--- src/rtl/dzcpu_oam_dma.sv ---
// rtl/dzcpu_oam_dma.sv - dzcpu bus stage with on-die HRAM and OAM DMA engine
//
// Sits between the dzcpu memory port and the system memory bus. CPU accesses
// to HRAM and the DMA source register are served locally; everything else is
// passed through while the DMA engine is idle. A write to the DMA register
// starts a copy of DMA_LEN bytes from page {src,00} to OAM_BASE, during which
// the CPU only sees HRAM and the DMA register.
//
// Ports:
//   iClock      in   1   clock, all state on rising edge
//   iReset_n    in   1   asynchronous active-low reset
//   iCpuAddr    in   16  CPU address
//   iCpuData    in   8   CPU write data
//   iCpuWe      in   1   CPU write enable
//   oCpuData    out  8   read data to CPU (combinational)
//   oMemAddr    out  16  memory bus address
//   oMemData    out  8   memory bus write data
//   oMemWe      out  1   memory bus write enable
//   iMemData    in   8   memory bus read data, valid in the same cycle
//   oDmaActive  out  1   DMA owns the bus

module dzcpu_oam_dma #(
    parameter logic [15:0] DMA_REG_ADDR = 16'hFF46,
    parameter logic [15:0] OAM_BASE     = 16'hFE00,
    parameter int          DMA_LEN      = 160,
    parameter logic [15:0] HRAM_LO      = 16'hFF80,
    parameter logic [15:0] HRAM_HI      = 16'hFFFE
) (
    input  logic        iClock,
    input  logic        iReset_n,
    input  logic [15:0] iCpuAddr,
    input  logic [7:0]  iCpuData,
    input  logic        iCpuWe,
    output logic [7:0]  oCpuData,
    output logic [15:0] oMemAddr,
    output logic [7:0]  oMemData,
    output logic        oMemWe,
    input  logic [7:0]  iMemData,
    output logic        oDmaActive
);

    localparam logic [1:0] IDLE  = 2'd0;
    localparam logic [1:0] START = 2'd1;
    localparam logic [1:0] READ  = 2'd2;
    localparam logic [1:0] WRITE = 2'd3;

    localparam int         HRAM_SIZE = int'(HRAM_HI) - int'(HRAM_LO) + 1;
    localparam int         HRAM_AW   = $clog2(HRAM_SIZE);
    localparam logic [7:0] LAST_IDX  = 8'(DMA_LEN - 1);

    logic [1:0]         rState;
    logic [7:0]         rSrc;
    logic [7:0]         rIdx;
    logic [7:0]         rLatch;
    logic [7:0]         hram [0:HRAM_SIZE-1];

    logic               hramHit;
    logic               regHit;
    logic               trigger;
    logic [HRAM_AW-1:0] hramIdx;

    assign hramHit    = (iCpuAddr >= HRAM_LO) && (iCpuAddr <= HRAM_HI);
    assign regHit     = (iCpuAddr == DMA_REG_ADDR);
    assign trigger    = regHit && iCpuWe;
    assign hramIdx    = HRAM_AW'(iCpuAddr - HRAM_LO);
    assign oDmaActive = (rState != IDLE);

    // HRAM keeps its contents across reset, so it has no reset branch.
    always_ff @(posedge iClock) begin
        if (hramHit && iCpuWe) begin
            hram[hramIdx] <= iCpuData;
        end
    end

    always_ff @(posedge iClock or negedge iReset_n) begin
        if (!iReset_n) begin
            rState <= IDLE;
            rSrc   <= 8'h00;
            rIdx   <= 8'h00;
            rLatch <= 8'h00;
        end else begin
            if (rState == READ) begin
                rLatch <= iMemData;
            end
            // A trigger wins over the sequencer in every state, so a
            // mid-transfer write restarts from index 0 with the new page.
            // The bus cycle of the current state is still driven below.
            if (trigger) begin
                rSrc   <= iCpuData;
                rIdx   <= 8'h00;
                rState <= START;
            end else begin
                case (rState)
                    START:   rState <= READ;
                    READ:    rState <= WRITE;
                    WRITE: begin
                        if (rIdx == LAST_IDX) begin
                            rState <= IDLE;
                        end else begin
                            rIdx   <= rIdx + 8'd1;
                            rState <= READ;
                        end
                    end
                    default: rState <= IDLE;
                endcase
            end
        end
    end

    always_comb begin
        oCpuData = iMemData;
        oMemAddr = 16'h0000;
        oMemData = 8'h00;
        oMemWe   = 1'b0;

        if (hramHit) begin
            oCpuData = hram[hramIdx];
        end else if (regHit) begin
            oCpuData = rSrc;
        end else if (oDmaActive) begin
            oCpuData = 8'hFF;
        end

        if (oDmaActive) begin
            case (rState)
                START:   oMemAddr = {rSrc, 8'h00};
                READ:    oMemAddr = {rSrc, rIdx};
                WRITE: begin
                    // Destination wraps modulo 2^16; source never carries into rSrc.
                    oMemAddr = OAM_BASE + {8'h00, rIdx};
                    oMemData = rLatch;
                    oMemWe   = 1'b1;
                end
                default: oMemAddr = 16'h0000;
            endcase
        end else if (!hramHit && !regHit) begin
            oMemAddr = iCpuAddr;
            oMemData = iCpuData;
            // Keep the bus quiet while reset is asserted.
            oMemWe   = iCpuWe && iReset_n;
        end
    end

endmodule

--- config.mk ---
export PLATFORM = sky130hd
export DESIGN_NAME = dzcpu_oam_dma
export DESIGN_NICKNAME = d
export VERILOG_FILES = /design/src/rtl/dzcpu_oam_dma.sv
export SDC_FILE = /design/constraint.sdc
export NUM_CORES = 1
export LEC_CHECK = 0
export ABC_AREA = 1
export CAP_MARGIN = 20
export CELL_PAD_IN_SITES_DETAIL_PLACEMENT = 2
export CELL_PAD_IN_SITES_GLOBAL_PLACEMENT = 2
export CORE_MARGIN = 8
export CORE_UTILIZATION = 41
export CTS_BUF_LIST = sky130_fd_sc_hd__clkbuf_16
export DETAILED_ROUTE_END_ITERATION = 16
export PLACE_DENSITY_LB_ADDON = 0.1
export SYNTH_ARGS = -nofsm -noshare
export SYNTH_HDL_FRONTEND = slang
export SYNTH_SLANG_ARGS = --single-unit
--- constraint.sdc ---
create_clock -name iClock -period 4.55 [get_ports iClock]
set_input_delay 1.365 -clock iClock [delete_from_list [all_inputs] [get_ports iClock]]
set_output_delay 1.365 -clock iClock [all_outputs]
set_load 0.02 [all_outputs]
==> summary.txt <==
Outcome
  • Failing checks: negative setup slack
  • Outcome: complete, but fails checks

Floorplan
  • Die Ht: 350 µm
  • Die width: 350 µm
  • Initial Util: 41.3%
  • Core region area: 111000 µm²
  • I/O pins: 69
  • Area of the die: 122000 µm²
  • # rows: 122

Setup path
  • CP max FO: 26
  • Type of the worst setup path: in2out
  • Crit start category: input pin
  • Reg2Reg Launch Point: rState[0]$_DFF_PN0_
  • Critical Path Sink Type: primary output
  • Worst R2R Path Depth: 7
  • Launch point of the worst path: iCpuAddr[0]
  • Crit path DAT: 3.80 ns
  • Req. time, crit path: 3.18 ns

Cells and area
  • Layout area overhead: 33.6%
  • Commonest non-fill, non-tap cell in the layout: nand2_1
  • Commonest cells after routing, fill and taps aside: nand2_1 (1174), edfxtp_1 (1016), inv_1 (984)
  • Final nets: 5237
  • Filler instances: 10700
  • Layout Cells excl Fill: 6798
  • Layout cells sized above 1: 25.4%

Job
  • Max-cap violation count: 0

Yosys
  • Syn Area/Cell: 9.97 µm²
  • Netlist area before placement: 45700 µm²
  • Mapped Cells: 4586
  • FF+latch count, synth: 1042
  • Async SR Flop Fraction: 2.50%
  • Sequential share of the synthesized area: 68.1%
  • Post-synth EDFFs: 1016
  • Synth area leader: edfxtp_1
  • Distinct cells, synth: 28
  • Yosys warns: 0
  • Share of Yosys cell area claimed by the top area cell type: 66.7%
  • Synth area leaders: edfxtp_1 (67%), nand2_1 (11%), inv_1 (7.9%)
  • Commonest register cell after synthesis: edfxtp_1
  • Post-Syn Nets: 4622

Timing
  • Peak Freq: 194 MHz
  • Final worst setup slack: -0.612 ns
  • Actual slew at the worst max-slew pin: 1.20 ns
  • Final period utilization: 113%
  • Unrepaired setup endpoints after global routing: true
  • Clk_skew: 0.0298 ns
  • Fin. Hold Viols: 0
  • Hold WS: 0.568 ns
  • Final min period: 5.16 ns
  • Fin. max-slew vios: 0
  • Setup violations, final: 33
  • Slew margin rel.: 20.3%

Global route
  • GRT Util Overall: 33.8%
  • Initial antenna violation count: 5
  • GR Overflow Total: 0
  • Number of global-route vias before repair: 42700
  • First-pass GRT wire length: 303000 µm
  • Largest net degree at the start of global routing: 128

CTS
  • Worst skew pair latency: 0.76 ns
  • CTS Root Cell: clkbuf_16
  • CTS tree: built
  • CTS Buffer Depth: 3
  • H-tree lvl count: 3
  • CTS Hold Bufs: 0
  • Clock sink count: 1042
  • CTS buffer count: 115
  • Clock Pin Slew Worst Setup and Hold Paths: 0.07 ns

Placement
  • I/O Buffers: 68
  • Routability cong.: 0.859
  • Placed Cells: 6391
  • Detailed-placement wirelength estimate: 108000 µm
  • Place WS: -1.68 ns

Routing
  • Final WL: 245000 µm
  • Detailed Route Iter0 Violations: 4255
  • DRC errors left: 0
  • Vias after detailed routing: 39900
  • Detailed-route wire length per cell: 36.0 µm
  • Antenna viol nets, final: 0
  • First-pass iteration count of the detailed router: 8
  • Via density: 5.87

Power and ir drop
  • Total power: 22.9 mW
  • Worst vdd ir: 0.376 mV
  • Pleak: 26.7 nW
  • Pwr dens: 375 nW/µm²

Min path
  • HP Class: reg2reg
  • Worst hold start: rLatch[5]$_DFFE_PN0N_
  • Worst Hold Path Cells: 1
## worst max-delay path, stage by stage
cell and delay (ns):
buf_16 0.16, clkinv_16 0.14, buf_16 0.19, buf_6 0.22
nand2_1 0.11, nand3_1 0.13, nand2_1 0.12, o21ai_1 0.37
nand2_1 0.13, nor2_1 0.17, nor2_1 0.11, nor2_2 0.16
nand2_4 0.09, nand2_2 0.07, nand2_1 0.08, buf_6 0.16
## report_power, final
| group | internal, mW | total [mW] | switching (mW) |
|---|---|---|---|
| registers | 10.6 | 10.6 | 0.0365 |
| clock network | 5.24 | 9.85 | 4.61 |
| logic | 0.861 | 2.50 | 1.64 |
## sequential cells by signal (all words and copies together) (netlist names)
name / count
rLatch: 8
rState: 2
rSrc: 8
rIdx: 8
hram: 1016
## per-layer routing
layer	vias up	GRT usage (%)	part of all wire, %
li1	15800	-	-
met1	20600	39.4	35
met2	2472	59.4	49
met3	1011	5.85	7.5
met4	0	18.1	8.4
met5	-	0	0
## stage by stage
step	instance area, µm²	setup TNS (ns)	util, %
after floorplan	45700	0	-
after global placement	51700	-80.44	46.7
after detailed placement	51700	-135.93	46.7
after CTS	59100	-2.19	53.4
after global routing	61100	-8.35	55.2
final	61100	-8.41	55.2
## layout make-up
cell class / instances / area, µm² / area share (%)
Inverter: 969 / 3690 / 6.04
Multi-Input combinational cell: 2380 / 12400 / 20.3
Tap cell: 1488 / 1860 / 3.05
Timing Repair Buffer: 690 / 8210 / 13.4
Antenna cell: 7 / 17.5 / 0.0287
Clock inverter: 100 / 702 / 1.15
Clock buffer: 119 / 2980 / 4.87
Timing Repair inverter: 3 / 57.6 / 0.0942
Sequential cell: 1042 / 31200 / 51.0
## worst paths after layout
kind	to	slack [ns]
max reg2reg	rIdx[5]$_DFFE_PN0P_	2.19
max	oCpuData[0]	-0.61
min in group asynchronous	rLatch[5]$_DFFE_PN0N_	1.19
min	rLatch[5]$_DFFE_PN0N_	0.57
min reg2reg	rLatch[5]$_DFFE_PN0N_	0.57
max in group asynchronous	rIdx[2]$_DFFE_PN0P_	3.01
## kinds of logic after synthesis
| family | Yosys count | synth area share (%) |
|---|---|---|
| mux | 8 | 0.197 |
| compound gates | 171 | 2.06 |
| flops | 1042 | 68.1 |
| simple gates | 2199 | 20.0 |
| buf+inv | 1165 | 9.60 |
| fa+ha+maj | 1 | 0.0274 |
## Yosys cell counts, types with 2 or more instances
cell type  count
nand4_1       28
nor3_4         2
or2_2         40
nand2_2       12
o221ai_1       8
dfrtp_1       26
mux2_2         8
nor3_1         9
o31ai_1       10
buf_1         15
edfxtp_1    1016
nor2_1       285
nand3_1      482
nor4_1         4
nand2_1     1333
clkbuf_1     167
o32ai_1        8
buf_2         14
inv_1        965
inv_2          4
a21oi_1        7
o21ai_0      137
## what timing repair did
| action | CTS | global route |
|---|---|---|
| pin swaps | 162 | 156 |
| endpoints found under the setup margin | 33 | 33 |
| endpoints found under the hold margin | 0 | 0 |
| resized for setup | 747 | 382 |
| buffers inserted | 115 | 34 |
| cloned | 40 | 13 |
Power figures use the tool's default switching activity.
